[src/rtl/chr_ram_wr_arb_if.sv]
// rtl/chr_ram_wr_arb_if.sv - requester, clear-control and RAM write-side bundle for chr_ram_wr_arb
interface chr_ram_wr_arb_if #(
   parameter int C_DAT_W = 8,
   parameter int C_ADR_W = 10
);
   logic               a_req;
   logic [C_ADR_W-1:0] a_adr;
   logic [C_DAT_W-1:0] a_dat;
   logic               a_ack;
   logic               b_req;
   logic [C_ADR_W-1:0] b_adr;
   logic [C_DAT_W-1:0] b_dat;
   logic               b_ack;
   logic               clr;
   logic [C_DAT_W-1:0] fill;
   logic               busy;
   logic               done;
   logic               we;
   logic [C_ADR_W-1:0] wa;
   logic [C_DAT_W-1:0] wd;

   modport master (
      output a_req, a_adr, a_dat, b_req, b_adr, b_dat, clr, fill,
      input  a_ack, b_ack, busy, done, we, wa, wd
   );

   modport slave (
      input  a_req, a_adr, a_dat, b_req, b_adr, b_dat, clr, fill,
      output a_ack, b_ack, busy, done, we, wa, wd
   );
endinterface

[src/rtl/chr_ram_wr_arb.sv]
// rtl/chr_ram_wr_arb.sv - character RAM write-port arbiter (A/B round-robin) with built-in clear engine
// Define CHR_RAM_WR_ARB_FIXED_PRI_EN for fixed A-over-B priority instead of round-robin.
module chr_ram_wr_arb #(
   parameter int C_DAT_W = 8,
   parameter int C_ADR_W = 10
) (
   input logic             ck,
   input logic             xar,
   chr_ram_wr_arb_if.slave bus
);
   typedef enum logic [1:0] {IDLE, CLEAR, DONE} state_t;

   localparam logic [C_ADR_W:0] CNT_LAST = {1'b0, {C_ADR_W{1'b1}}};
   localparam logic [C_ADR_W:0] CNT_ONE  = {{C_ADR_W{1'b0}}, 1'b1};

   state_t             state, state_d;
   logic [C_ADR_W:0]   cnt, cnt_d;
   logic [C_DAT_W-1:0] fill_q, fill_d;
   logic               we_q, we_d;
   logic [C_ADR_W-1:0] wa_q, wa_d;
   logic [C_DAT_W-1:0] wd_q, wd_d;
   logic               a_ack_q, a_ack_d;
   logic               b_ack_q, b_ack_d;
   logic               busy_q, busy_d;
   logic               done_q, done_d;
   logic               a_elig, b_elig, pick_a;

   // A requester acknowledged this cycle sits out the next edge, so a held REQ is written once.
   assign a_elig = bus.a_req && !a_ack_q;
   assign b_elig = bus.b_req && !b_ack_q;

`ifdef CHR_RAM_WR_ARB_FIXED_PRI_EN
   assign pick_a = a_elig;
`else
   logic rr_b, rr_b_d;   // 1: B wins the next tie
   assign pick_a = a_elig && (!b_elig || !rr_b);
`endif

   always_comb begin
      state_d = state;
      cnt_d   = cnt;
      fill_d  = fill_q;
      we_d    = 1'b0;
      wa_d    = wa_q;
      wd_d    = wd_q;
      a_ack_d = 1'b0;
      b_ack_d = 1'b0;
      busy_d  = 1'b0;
      done_d  = 1'b0;
`ifndef CHR_RAM_WR_ARB_FIXED_PRI_EN
      rr_b_d  = rr_b;
`endif
      unique case (state)
         IDLE: begin
            if (bus.clr) begin
               state_d = CLEAR;
               fill_d  = bus.fill;
               cnt_d   = '0;
               busy_d  = 1'b1;
            end else if (pick_a) begin
               we_d    = 1'b1;
               wa_d    = bus.a_adr;
               wd_d    = bus.a_dat;
               a_ack_d = 1'b1;
`ifndef CHR_RAM_WR_ARB_FIXED_PRI_EN
               if (b_elig) rr_b_d = 1'b1;
`endif
            end else if (b_elig) begin
               we_d    = 1'b1;
               wa_d    = bus.b_adr;
               wd_d    = bus.b_dat;
               b_ack_d = 1'b1;
`ifndef CHR_RAM_WR_ARB_FIXED_PRI_EN
               if (a_elig) rr_b_d = 1'b0;
`endif
            end
         end
         CLEAR: begin
            we_d   = 1'b1;
            wa_d   = cnt[C_ADR_W-1:0];
            wd_d   = fill_q;
            cnt_d  = cnt + CNT_ONE;
            busy_d = 1'b1;
            if (cnt == CNT_LAST) state_d = DONE;
         end
         DONE: begin
            done_d  = 1'b1;
            state_d = IDLE;
         end
         default: state_d = IDLE;
      endcase
   end

   always_ff @(posedge ck or negedge xar) begin
      if (!xar) begin
         state   <= IDLE;
         cnt     <= '0;
         fill_q  <= '0;
         we_q    <= 1'b0;
         wa_q    <= '0;
         wd_q    <= '0;
         a_ack_q <= 1'b0;
         b_ack_q <= 1'b0;
         busy_q  <= 1'b0;
         done_q  <= 1'b0;
`ifndef CHR_RAM_WR_ARB_FIXED_PRI_EN
         rr_b    <= 1'b0;
`endif
      end else begin
         state   <= state_d;
         cnt     <= cnt_d;
         fill_q  <= fill_d;
         we_q    <= we_d;
         wa_q    <= wa_d;
         wd_q    <= wd_d;
         a_ack_q <= a_ack_d;
         b_ack_q <= b_ack_d;
         busy_q  <= busy_d;
         done_q  <= done_d;
`ifndef CHR_RAM_WR_ARB_FIXED_PRI_EN
         rr_b    <= rr_b_d;
`endif
      end
   end

   assign bus.we    = we_q;
   assign bus.wa    = wa_q;
   assign bus.wd    = wd_q;
   assign bus.a_ack = a_ack_q;
   assign bus.b_ack = b_ack_q;
   assign bus.busy  = busy_q;
   assign bus.done  = done_q;
endmodule

[src/flat_wrapper.sv]
// flat-port wrapper written by rule: the top's interface ports become plain ports
module chr_ram_wr_arb_flat 
#(
   parameter int C_DAT_W = 8,
   parameter int C_ADR_W = 10
)
  (ck, xar, bus_a_req, bus_a_adr, bus_a_dat, bus_b_req, bus_b_adr, bus_b_dat, bus_clr, bus_fill, bus_a_ack, bus_b_ack, bus_busy, bus_done, bus_we, bus_wa, bus_wd);
  chr_ram_wr_arb_if #(.C_DAT_W(C_DAT_W), .C_ADR_W(C_ADR_W)) bus_i ();
  input logic ck;
  input logic xar;
  input wire logic [$bits(bus_i.a_req)-1:0] bus_a_req;
  input wire logic [$bits(bus_i.a_adr)-1:0] bus_a_adr;
  input wire logic [$bits(bus_i.a_dat)-1:0] bus_a_dat;
  input wire logic [$bits(bus_i.b_req)-1:0] bus_b_req;
  input wire logic [$bits(bus_i.b_adr)-1:0] bus_b_adr;
  input wire logic [$bits(bus_i.b_dat)-1:0] bus_b_dat;
  input wire logic [$bits(bus_i.clr)-1:0] bus_clr;
  input wire logic [$bits(bus_i.fill)-1:0] bus_fill;
  output wire logic [$bits(bus_i.a_ack)-1:0] bus_a_ack;
  output wire logic [$bits(bus_i.b_ack)-1:0] bus_b_ack;
  output wire logic [$bits(bus_i.busy)-1:0] bus_busy;
  output wire logic [$bits(bus_i.done)-1:0] bus_done;
  output wire logic [$bits(bus_i.we)-1:0] bus_we;
  output wire logic [$bits(bus_i.wa)-1:0] bus_wa;
  output wire logic [$bits(bus_i.wd)-1:0] bus_wd;
  assign bus_i.a_req = bus_a_req;
  assign bus_i.a_adr = bus_a_adr;
  assign bus_i.a_dat = bus_a_dat;
  assign bus_i.b_req = bus_b_req;
  assign bus_i.b_adr = bus_b_adr;
  assign bus_i.b_dat = bus_b_dat;
  assign bus_i.clr = bus_clr;
  assign bus_i.fill = bus_fill;
  assign bus_a_ack = bus_i.a_ack;
  assign bus_b_ack = bus_i.b_ack;
  assign bus_busy = bus_i.busy;
  assign bus_done = bus_i.done;
  assign bus_we = bus_i.we;
  assign bus_wa = bus_i.wa;
  assign bus_wd = bus_i.wd;
  chr_ram_wr_arb #(.C_DAT_W(C_DAT_W), .C_ADR_W(C_ADR_W)) u_core (.ck(ck), .xar(xar), .bus(bus_i));
endmodule
[config.mk]
export PLATFORM = sky130hd
export DESIGN_NAME = chr_ram_wr_arb_flat
export DESIGN_NICKNAME = d
export VERILOG_FILES = /design/src/rtl/chr_ram_wr_arb_if.sv /design/src/rtl/chr_ram_wr_arb.sv /design/src/flat_wrapper.sv
export SDC_FILE = /design/constraint.sdc
export NUM_CORES = 1
export LEC_CHECK = 0
export ABC_AREA = 1
export BUFFER_PORTS_ARGS = -buffer_cell sky130_fd_sc_hd__buf_2
export CORE_ASPECT_RATIO = 0.75
export CORE_MARGIN = 1.5
export CORE_UTILIZATION = 32
export DETAILED_ROUTE_END_ITERATION = 8
export PLACE_DENSITY = 0.52
export SETUP_SLACK_MARGIN = 0.1
export SLEW_MARGIN = 20
export SYNTH_ARGS = -nofsm -noshare
export SYNTH_HDL_FRONTEND = slang
export SYNTH_SLANG_ARGS = --single-unit
export TNS_END_PERCENT = 10
[constraint.sdc]
create_clock -name ck -period 1.45 [get_ports ck]
set_clock_uncertainty 0.1 [all_clocks]
set_input_delay 0.3625 -clock ck [delete_from_list [all_inputs] [get_ports ck]]
set_output_delay 0.3625 -clock ck [all_outputs]
set_load 0.01 [all_outputs]
==> results.py, run 1 <==
metrics = {
    "status": {
        "status": "completed",
    },
    "routing": {
        "route.detailed.drc": 0,
        "wl_per_cell_um": 11.8,
        "first_pass_iters": 4,
        "num_vias": 2371,
        "ant_nets": 0,
        "routed_wl_um": 6300,
        "vias_per_cell": 4.45,
        "drt_iter0_drc": 121,
    },
    "clock_tree": {
        "cts_buffers": 5,
        "cts_htree_levels": 2,
        "clkSlewWorstSetupHoldPaths_ns": 0.09,
        "cts_tree": "built",
        "clock_latency_ns": 0.29,
        "cts_buffer_depth": 2,
        "cts.sinks": 45,
        "root_buffer": "clkbuf_8",
    },
    "global_route": {
        "grt_pass1_wl_um": 10500,
        "gr-total-overflow": 0,
        "antenna_found_initial": 0,
        "first_global_vias": 2228,
        "grt_max_degree": 46,
        "gr-usage-all-layers_pct": 15.7,
    },
    "setup_path": {
        "critical-path-top-delay-family": "flip-flops",
        "path_max_fanout": 3,
        "crit_arrival_ns": 0.90,
        "crit_path_start_kind": "register",
        "critPathKind": "register to output port",
        "crit_required_ns": 0.99,
        "crit_buf_inv": 1,
        "path_cells": "buf_2",
        "crit_path_end_kind": "output port",
        "cpPeakStageDelay_ns": 0.44,
        "cp_slowest_cell": "dfrtp_1",
        "reg2reg_slack_ns": 0.11,
    },
    "die": {
        "core-area_um2": 7430,
        "die_area_um2": 8300,
        "die_width_um": 105,
        "die_y_um": 79.3,
        "initial_utilization_pct": 33.4,
        "row_count": 27,
        "num_io_pins": 72,
    },
    "timing": {
        "rsz0062_at_grt": "true",
        "finalMaxSlewViolations": 0,
        "setup-violations-final": 0,
        "tightest_slew_ns": 0.248,
        "min_period_ns": 1.36,
        "finalCritPeriodShare_pct": 93.7,
        "fmax_ghz": 0.736,
        "max_slew_margin_pct": 83.5,
        "holdWs_ns": 0.156,
        "tns_ns": 0,
        "finalHoldViolCount": 0,
    },
    "cells_and_area": {
        "syn2layout_area_growth_pct": 34.4,
        "diodes": 0,
        "nNetsFinal": 482,
        "design_area_um2": 3340,
        "final_util_pct": 44.9,
        "drive_above_1_share_pct": 31.3,
    },
    "placed_design": {
        "io_buffers": 71,
        "dpl-instance-area_um2": 3020,
        "gp_congestion": 0.829,
        "hpwl_um": 4620,
    },
    "yosys": {
        "ys_seq_elements": 45,
        "synth_commonest_cells": "nand2_1 (128), nand3_1 (53), dfrtp_1 (45), inv_1 (45), nor2_1 (18)",
        "syn_avg_cell_area_um2": 7.15,
        "syn_nets": 397,
        "yosysTopAreaCell": "dfrtp_1",
        "syn_area_um2": 2480,
        "synth-seq-area-share_pct": 45.4,
        "async_reset_ff_share_pct": 100,
        "yosys_most_used_dff": "dfrtp_1",
        "yosys_warnings": 0,
        "synth-edff-count": 0,
        "synth_top_cell_area_share_pct": 45.4,
        "yosys-top-cells-area": "dfrtp_1 (45%), nand2_1 (19%), nand3_1 (11%), inv_1 (6.8%), nor2_1 (2.7%)",
        "yosysUniqueCellTypes": 22,
        "synth.most_common_cell": "nand2_1",
        "syn_inst": 347,
    },
    "power_and_ir_drop": {
        "power.leakage_nw": 1.83,
        "p_per_area_nw_per_um2": 713,
        "power_mw": 2.38,
        "peakVddDrop_v": 0.000542,
    },
    "hold_path": {
        "hold_class": "input port to register",
    },
    "run": {
        "maxCapViolations": 0,
    },
}
worst register-to-register path, delay by kind of cell (launching register included):
family / cells / cell delay [ns]
flip-flops: 1 / 0.46
AND/OR/NAND/NOR: 2 / 0.19
AO/OA/AOI/OAI: 1 / 0.17
buffers and inverters: 3 / 0.33
routing by layer:
metal	vias to the layer above	GRT usage (%)	share of wire [%]
met5	-	0	0
met4	0	2.47	0.30
met3	2	3.94	5.7
met2	59	23.6	41
met1	1063	23.2	53
li1	1247	-	-
cells by family (layout without fill, tap and decap cells):
logic type / Yosys count / count (layout) / share of synthesized area [%]
AO/OA/AOI/OAI: 22 / 22 / 4.79
XOR/XNOR: 1 / 1 / 0.353
adder cells (fa/ha/maj): 1 / 1 / 0.504
buffers and inverters: 64 / 149 / 11.3
flip-flops: 45 / 45 / 45.4
AND/OR/NAND/NOR: 214 / 214 / 37.6
final cells by class:
cell class | instances | area (um^2)
inverters | 52 | 208
multi-input cells | 238 | 1170
repair buffers | 90 | 597
flip-flops and latches | 45 | 1130
well taps | 101 | 126
clock inverters | 2 | 35.0
clock buffers | 5 | 68.8
fillers | 794 | 4100
timing repair:
item,CTS,global route
pin swaps,0,4
setup endpoints to repair,15,35
endpoints found under the hold margin,45,0
hold buffers,1,0
resized for setup,3,38
setup buffers,0,3
cloned,0,2
sequential cells by signal, indices dropped and copies added, names as in the netlist:
signal            cells
u_core.cnt           11
u_core.bus.done       1
u_core.bus.busy       1
u_core.bus.wa        10
u_core.bus.b_ack      1
u_core.fill_q         8
u_core.bus.a_ack      1
u_core.bus.wd         8
u_core.state          2
u_core.rr_b           1
u_core.bus.we         1
worst paths after layout:
path,end,startpoint,cells past startpoint
worst max-delay path,bus_a_ack,u_core.bus.a_ack$_DFF_PN0_,1
worst min-delay path,u_core.fill_q[4]$_DFFE_PN0P_,bus_fill[4],3
worst max register to register,u_core.cnt[1]$_DFFE_PN0P_,u_core.state[1]$_DFFE_PN0P_,6
worst min register to register,u_core.fill_q[4]$_DFFE_PN0P_,u_core.fill_q[4]$_DFFE_PN0P_,2
max in group asynchronous,u_core.cnt[5]$_DFFE_PN0P_,xar,3
min in group asynchronous,u_core.bus.b_ack$_DFF_PN0_,xar,3
cells in the final DEF, fill, tap and decap left out, types with 4 or more instances in the layout:
master / Yosys / layout
nand2_1: 128 / 124
nand2_4: 2 / 4
buf_4: 3 / 10
inv_1: 45 / 44
dfrtp_2: 0 / 7
nand2_2: 4 / 5
dfrtp_1: 45 / 38
buf_2: 6 / 71
nand3_1: 53 / 51
nor2_1: 18 / 13
o21ai_0: 6 / 4
buf_12: 0 / 4
clkbuf_8: 0 / 5
inv_4: 0 / 5
nor2_4: 1 / 5
nor2_2: 3 / 4
a21oi_1: 12 / 11
nand4_1: 4 / 4
per-stage QoR:
stage                     cells  setup WS (ns)
after floorplan             347          0.125
after detailed placement    520         0.0361
after global routing        533         0.0472
after global placement      520         0.0494
final                       533         0.0917
after CTS                   528         0.0659
report_power, final:
| group | internal, mW | switching [mW] | leakage (nW) |
|---|---|---|---|
| Clock | 0.502 | 0.425 | 0.0540 |
| Sequential | 1.25 | 0 | 0.564 |
| Combinational | 0.0920 | 0.108 | 1.22 |
| Total | 1.85 | 0.533 | 1.83 |
No activity file was read; power rests on OpenSTA's default activity.
==> inputs of run 2 (changes only) <==
==> constraint.sdc (replaced) <==
create_clock -name ck -period 1.7 [get_ports ck]
set_clock_uncertainty 0.1 [all_clocks]
set_input_delay 0.425 -clock ck [delete_from_list [all_inputs] [get_ports ck]]
set_output_delay 0.425 -clock ck [all_outputs]
set_load 0.01 [all_outputs]
==> results.py, run 2 (synthesized netlist as in run 1, its figures left out) <==
metrics = {
    "setup_path": {
        "critPathKind": "register to register",
        "crit_path_start_kind": "register",
        "crit_path_end_kind": "register",
        "crit_end": "u_core.cnt[1]$_DFFE_PN0P_",
        "reg2reg_slack_ns": 0.27,
        "worstReg2RegStart": "u_core.state[0]$_DFFE_PN0P_",
        "crit_start": "u_core.state[0]$_DFFE_PN0P_",
        "worstRegToRegCells": 5,
        "path_max_fanout": 6,
        "r2r_end": "u_core.cnt[1]$_DFFE_PN0P_",
        "crit_arrival_ns": 1.52,
        "crit_required_ns": 1.79,
    },
    "cells_and_area": {
        "diodes": 0,
        "top_register": "u_core.cnt",
        "nNetsFinal": 471,
        "nFillCells": 822,
        "final_common_cell": "nand2_1",
        "drive_above_1_share_pct": 24.6,
        "final_cell_mix": "nand2_1 (128), buf_2 (71), nand3_1 (53), inv_1 (45), dfrtp_1 (45)",
        "design_area_um2": 3060,
        "syn2layout_area_growth_pct": 23.4,
        "largest_reg_flops": 11,
    },
    "clock_tree": {
        "cts_tree": "built",
        "clkSlewWorstSetupHoldPaths_ns": 0.09,
        "cts_buffers": 5,
        "ctsResizeCount": 0,
        "root_buffer": "clkbuf_8",
        "post-cts-setup-buffers": 0,
        "cts_htree_levels": 2,
        "cts_buffer_depth": 2,
        "clock_latency_ns": 0.29,
        "cts.sinks": 45,
        "hold_buffers": 0,
    },
    "placed_design": {
        "hpwl_um": 4630,
        "place_ws_ns": 0.161,
        "gp_congestion": 0.791,
        "io_buffers": 71,
        "dpl-instance-area_um2": 2970,
    },
    "die": {
        "row_count": 27,
        "num_io_pins": 72,
        "initial_utilization_pct": 33.4,
        "core-area_um2": 7430,
        "die_width_um": 105,
        "die_y_um": 79.3,
        "die_area_um2": 8300,
    },
    "timing": {
        "layout_setup_ws_ns": 0.270,
        "setup-violations-final": 0,
        "finalHoldViolCount": 14,
        "finalCritPeriodShare_pct": 84.1,
        "min_period_ns": 1.43,
        "rsz0062_at_grt": "false",
        "tightest_slew_ns": 0.348,
        "max_slew_margin_pct": 76.8,
        "fmax_ghz": 0.699,
        "tns_ns": 0,
        "finalMaxSlewViolations": 0,
        "holdWs_ns": -0.0200,
    },
    "global_route": {
        "grt_pass1_wl_um": 10800,
        "grt_max_degree": 46,
        "gr-total-overflow": 0,
        "antenna_found_initial": 0,
        "gr-usage-all-layers_pct": 16.0,
        "first_global_vias": 2344,
    },
    "power_and_ir_drop": {
        "peakVddDrop_v": 0.000291,
        "p_per_area_nw_per_um2": 620,
        "power_mw": 1.90,
        "power.leakage_nw": 1.74,
    },
    "routing": {
        "top_layer_used": "met4",
        "wl_per_cell_um": 11.7,
        "wirelength_met1_um": 3300,
        "ant_nets": 0,
        "route.detailed.drc": 0,
        "first_pass_iters": 4,
        "vias_per_cell": 4.49,
        "drt_iter0_drc": 74,
        "num_vias": 2349,
        "routed-wl-met3_um": 371,
        "dr_wl_met2_um": 2380,
        "routed_wl_um": 6130,
    },
    "status": {
        "violations": "hold timing",
        "status": "finished with violations",
    },
    "run": {
        "maxCapViolations": 0,
    },
    "hold_path": {
        "hold_class": "input port to async pin",
    },
}
[run 2: cell count changes in the layout (fill, tap and decap cells not counted), moves of 4 or more]
| cell | before | now |
|---|---|---|
| buf_4 | 10 | 5 |
| dfrtp_1 | 38 | 45 |
| dfrtp_2 | 7 | 0 |
| inv_2 | 3 | 7 |
| inv_4 | 5 | 0 |
| nand2_1 | 124 | 128 |
| nor2_1 | 13 | 18 |
| nor2_4 | 5 | 1 |
[run 2: critical path: stages, from the launching register on]
cell     delay, ns
dfrtp_1       0.43
nor2_1        0.19
nand2_2       0.16
nand2_2       0.18
inv_2         0.08
a22o_1        0.18
[run 2: how the worst min path moves through the flow]
| stage | from | to | slack (ns) | cells after the start |
|---|---|---|---|---|
| after floorplan | xar | u_core.bus.a_ack$_DFF_PN0_ | 0.03 | 0 |
| after global placement | xar | u_core.bus.b_ack$_DFF_PN0_ | 0.33 | 2 |
| after detailed placement | xar | u_core.bus.b_ack$_DFF_PN0_ | 0.33 | 2 |
| after CTS | xar | u_core.bus.wd[1]$_DFFE_PN0P_ | 0.005 | 2 |
| after global routing | xar | u_core.bus.wa[2]$_DFFE_PN0P_ | 0.02 | 2 |
| final | xar | u_core.bus.wa[2]$_DFFE_PN0P_ | -0.02 | 2 |
[run 2: power breakdown]
| group | total (mW) | switching (mW) | internal [mW] |
|---|---|---|---|
| Combinational | 0.161 | 0.0906 | 0.0700 |
| Clock | 0.668 | 0.377 | 0.290 |
| Sequential | 1.07 | 0 | 1.07 |
[run 2: layout make-up]
cell class,count,area [um^2],share of cell area (%)
Sequential cell,45,1130,36.8
Inverter,52,195,6.38
Clock buffer,6,72.6,2.37
Tap cell,101,126,4.13
Clock inverter,2,15.0,0.490
Multi-Input combinational cell,238,1070,35.1
Timing Repair Buffer,79,453,14.8
[run 2: layer usage]
layer	up-vias	track usage [%]
li1	1222	-
met1	1052	22.3
met2	66	25.5
met3	9	3.20
met4	0	4.38
met5	-	0
[run 2: stage by stage]
stage | util (%) | instances
floorplan | - | 347
global placement | 40.0 | 515
detailed placement | 40.0 | 515
CTS | 41.2 | 523
global route | 41.2 | 523
finish | 41.2 | 523
==> inputs of run 3 (changes only) <==
--- a/config.mk
+++ b/config.mk
@@ -11,7 +11,7 @@
 export CORE_MARGIN = 1.5
 export CORE_UTILIZATION = 32
 export DETAILED_ROUTE_END_ITERATION = 8
-export PLACE_DENSITY = 0.52
+export PLACE_DENSITY = 0.54
 export SETUP_SLACK_MARGIN = 0.1
 export SLEW_MARGIN = 20
 export SYNTH_ARGS = -nofsm -noshare
==> constraint.sdc (replaced) <==
create_clock -name ck -period 1.2 [get_ports ck]
set_clock_uncertainty 0.1 [all_clocks]
set_input_delay 0.3 -clock ck [delete_from_list [all_inputs] [get_ports ck]]
set_output_delay 0.3 -clock ck [all_outputs]
set_load 0.01 [all_outputs]
==> results.py, run 3 (synthesized netlist as in run 1, its figures left out) <==
metrics = {
    "timing": {
        "fmax_ghz": 0.758,
        "max_slew_margin_pct": 78.9,
        "min_period_ns": 1.32,
        "finalMaxSlewViolations": 0,
        "finalHoldViolCount": 0,
        "setup-violations-final": 60,
        "finalCritPeriodShare_pct": 110,
        "tns_ns": -2.93,
        "holdWs_ns": 0.101,
        "tightest_slew_ns": 0.317,
        "rsz0062_at_grt": "true",
        "layout_setup_ws_ns": -0.119,
    },
    "cells_and_area": {
        "syn2layout_area_growth_pct": 49.6,
        "diodes": 0,
        "top_register": "u_core.cnt",
        "nFillCells": 736,
        "largest_reg_flops": 11,
        "final_cell_mix": "nand2_1 (118), buf_2 (66), nand3_1 (48), inv_1 (43), dfrtp_1 (40)",
        "drive_above_1_share_pct": 39.4,
        "final_common_cell": "nand2_1",
        "nNetsFinal": 513,
        "final_cell_count_no_fill": 565,
    },
    "setup_path": {
        "crit_start": "u_core.state[0]$_DFFE_PN0P_",
        "crit_path_start_kind": "register",
        "cp_slowest_cell": "dfrtp_2",
        "path_cells": "nor2_2 > nand2_2 > nand2_2 > inv_2 > a22o_1",
        "crit_buf_inv": 1,
        "path_max_fanout": 5,
        "crit_path_end_kind": "register",
        "reg2reg_slack_ns": -0.12,
        "critical-path-top-delay-family": "flip-flops",
        "crit_arrival_ns": 1.39,
        "crit_required_ns": 1.28,
        "cpPeakStageDelay_ns": 0.46,
        "critPathKind": "register to register",
        "crit_top_cell": "nand2_2",
        "worstReg2RegStart": "u_core.state[0]$_DFFE_PN0P_",
    },
    "clock_tree": {
        "clock_latency_ns": 0.29,
        "root_buffer": "clkbuf_8",
        "cts_htree_levels": 2,
        "cts.sinks": 45,
        "cts_tree": "built",
        "cts_buffers": 5,
        "clkSlewWorstSetupHoldPaths_ns": 0.08,
        "cts_buffer_depth": 2,
    },
    "power_and_ir_drop": {
        "p_per_area_nw_per_um2": 753,
        "power.leakage_nw": 2.00,
        "peakVddDrop_v": 0.000409,
    },
    "global_route": {
        "grt_max_degree": 29,
        "grt_pass1_wl_um": 11800,
        "gr-total-overflow": 0,
        "gr-usage-all-layers_pct": 17.4,
        "antenna_found_initial": 0,
        "first_global_vias": 2604,
    },
    "placed_design": {
        "io_buffers": 71,
        "gp_congestion": 0.831,
        "placed_cells": 545,
        "place_ws_ns": -0.133,
        "hpwl_um": 4910,
    },
    "routing": {
        "num_vias": 2424,
        "ant_nets": 0,
        "first_pass_iters": 4,
        "vias_per_cell": 4.29,
        "routed_wl_um": 6630,
        "drt_iter0_drc": 95,
        "route.detailed.drc": 0,
        "wl_per_cell_um": 11.7,
    },
    "die": {
        "die_y_um": 79.3,
        "core-area_um2": 7430,
        "initial_utilization_pct": 33.4,
        "num_io_pins": 72,
        "die_area_um2": 8300,
        "row_count": 27,
        "die_width_um": 105,
    },
    "hold_path": {
        "hp-start": "bus_fill[5]",
        "hold_class": "input port to register",
    },
    "status": {
        "status": "finished with violations",
        "violations": "setup timing",
    },
    "run": {
        "maxCapViolations": 0,
    },
}
[run 3: changes by cell type in the layout (fill, tap and decap cells not counted), moves of 6 or more]
cell	previous run	this run
nor2_1	18	12
a21oi_1	12	5
nand2_2	4	12
nand2_1	128	118
buf_4	5	35
a21oi_2	0	7
buf_6	0	10
[run 3: stage by stage]
| stage | instance area, um^2 | util, % | total power [mW] |
|---|---|---|---|
| after floorplan | 2480 | - | 1.64 |
| after global placement | 3270 | 43.9 | 1.80 |
| after detailed placement | 3270 | 43.9 | 1.80 |
| after CTS | 3620 | 48.7 | 2.84 |
| after global routing | 3710 | 49.9 | 2.94 |
| final | 3710 | 49.9 | 2.79 |
[run 3: layout make-up]
type                       instances  area [um^2]  area share [%]
sequential                        45         1130            30.5
tap                              101          126            3.40
timing repair buffer             121          903            24.3
multi-input combinational        238         1240            33.4
clock inverter                     1         5.00           0.135
inverter                          52          208            5.59
clock buffer                       7         96.3            2.60
[run 3: worst min-delay path, delay by kind of cell]
family	cells	cell delay (ns)
buffers and inverters	1	0.07
AND/OR/NAND/NOR	2	0.08
[run 3: worst paths after layout]
kind                                                endpoint  cells past startpoint
max in group asynchronous          u_core.cnt[6]$_DFFE_PN0P_                      3
worst min register to register  u_core.fill_q[0]$_DFFE_PN0P_                      2
min in group asynchronous         u_core.bus.b_ack$_DFF_PN0_                      2
worst max-delay path               u_core.cnt[1]$_DFFE_PN0P_                      5
worst min-delay path            u_core.fill_q[5]$_DFFE_PN0P_                      3
worst max register to register     u_core.cnt[1]$_DFFE_PN0P_                      5
[run 3: metal layers]
metal	GRT usage (%)	vias to the layer above	part of all wire, %
li1	-	1305	-
met2	28.3	59	42
met1	24.6	1056	53
met3	3.04	4	4.4
met5	0	-	0
met4	3.29	0	0.51
[run 3: power breakdown]
group	leakage [nW]	switching [mW]	internal (mW)	total, mW
Combinational	1.38	0.140	0.124	0.264
Clock	0.0542	0.495	0.521	1.02
Sequential	0.566	0	1.51	1.51
Total	2.00	0.635	2.16	2.79
[run 3: timing repair]
item / in CTS / in global routing
gates cloned: 1 / 0
pin swaps: 5 / 4
buffers inserted: 10 / 0
setup endpoints to repair: 67 / 67
resized for setup: 38 / 27
hold buffers: 1 / 0
endpoints found under the hold margin: 10 / 0
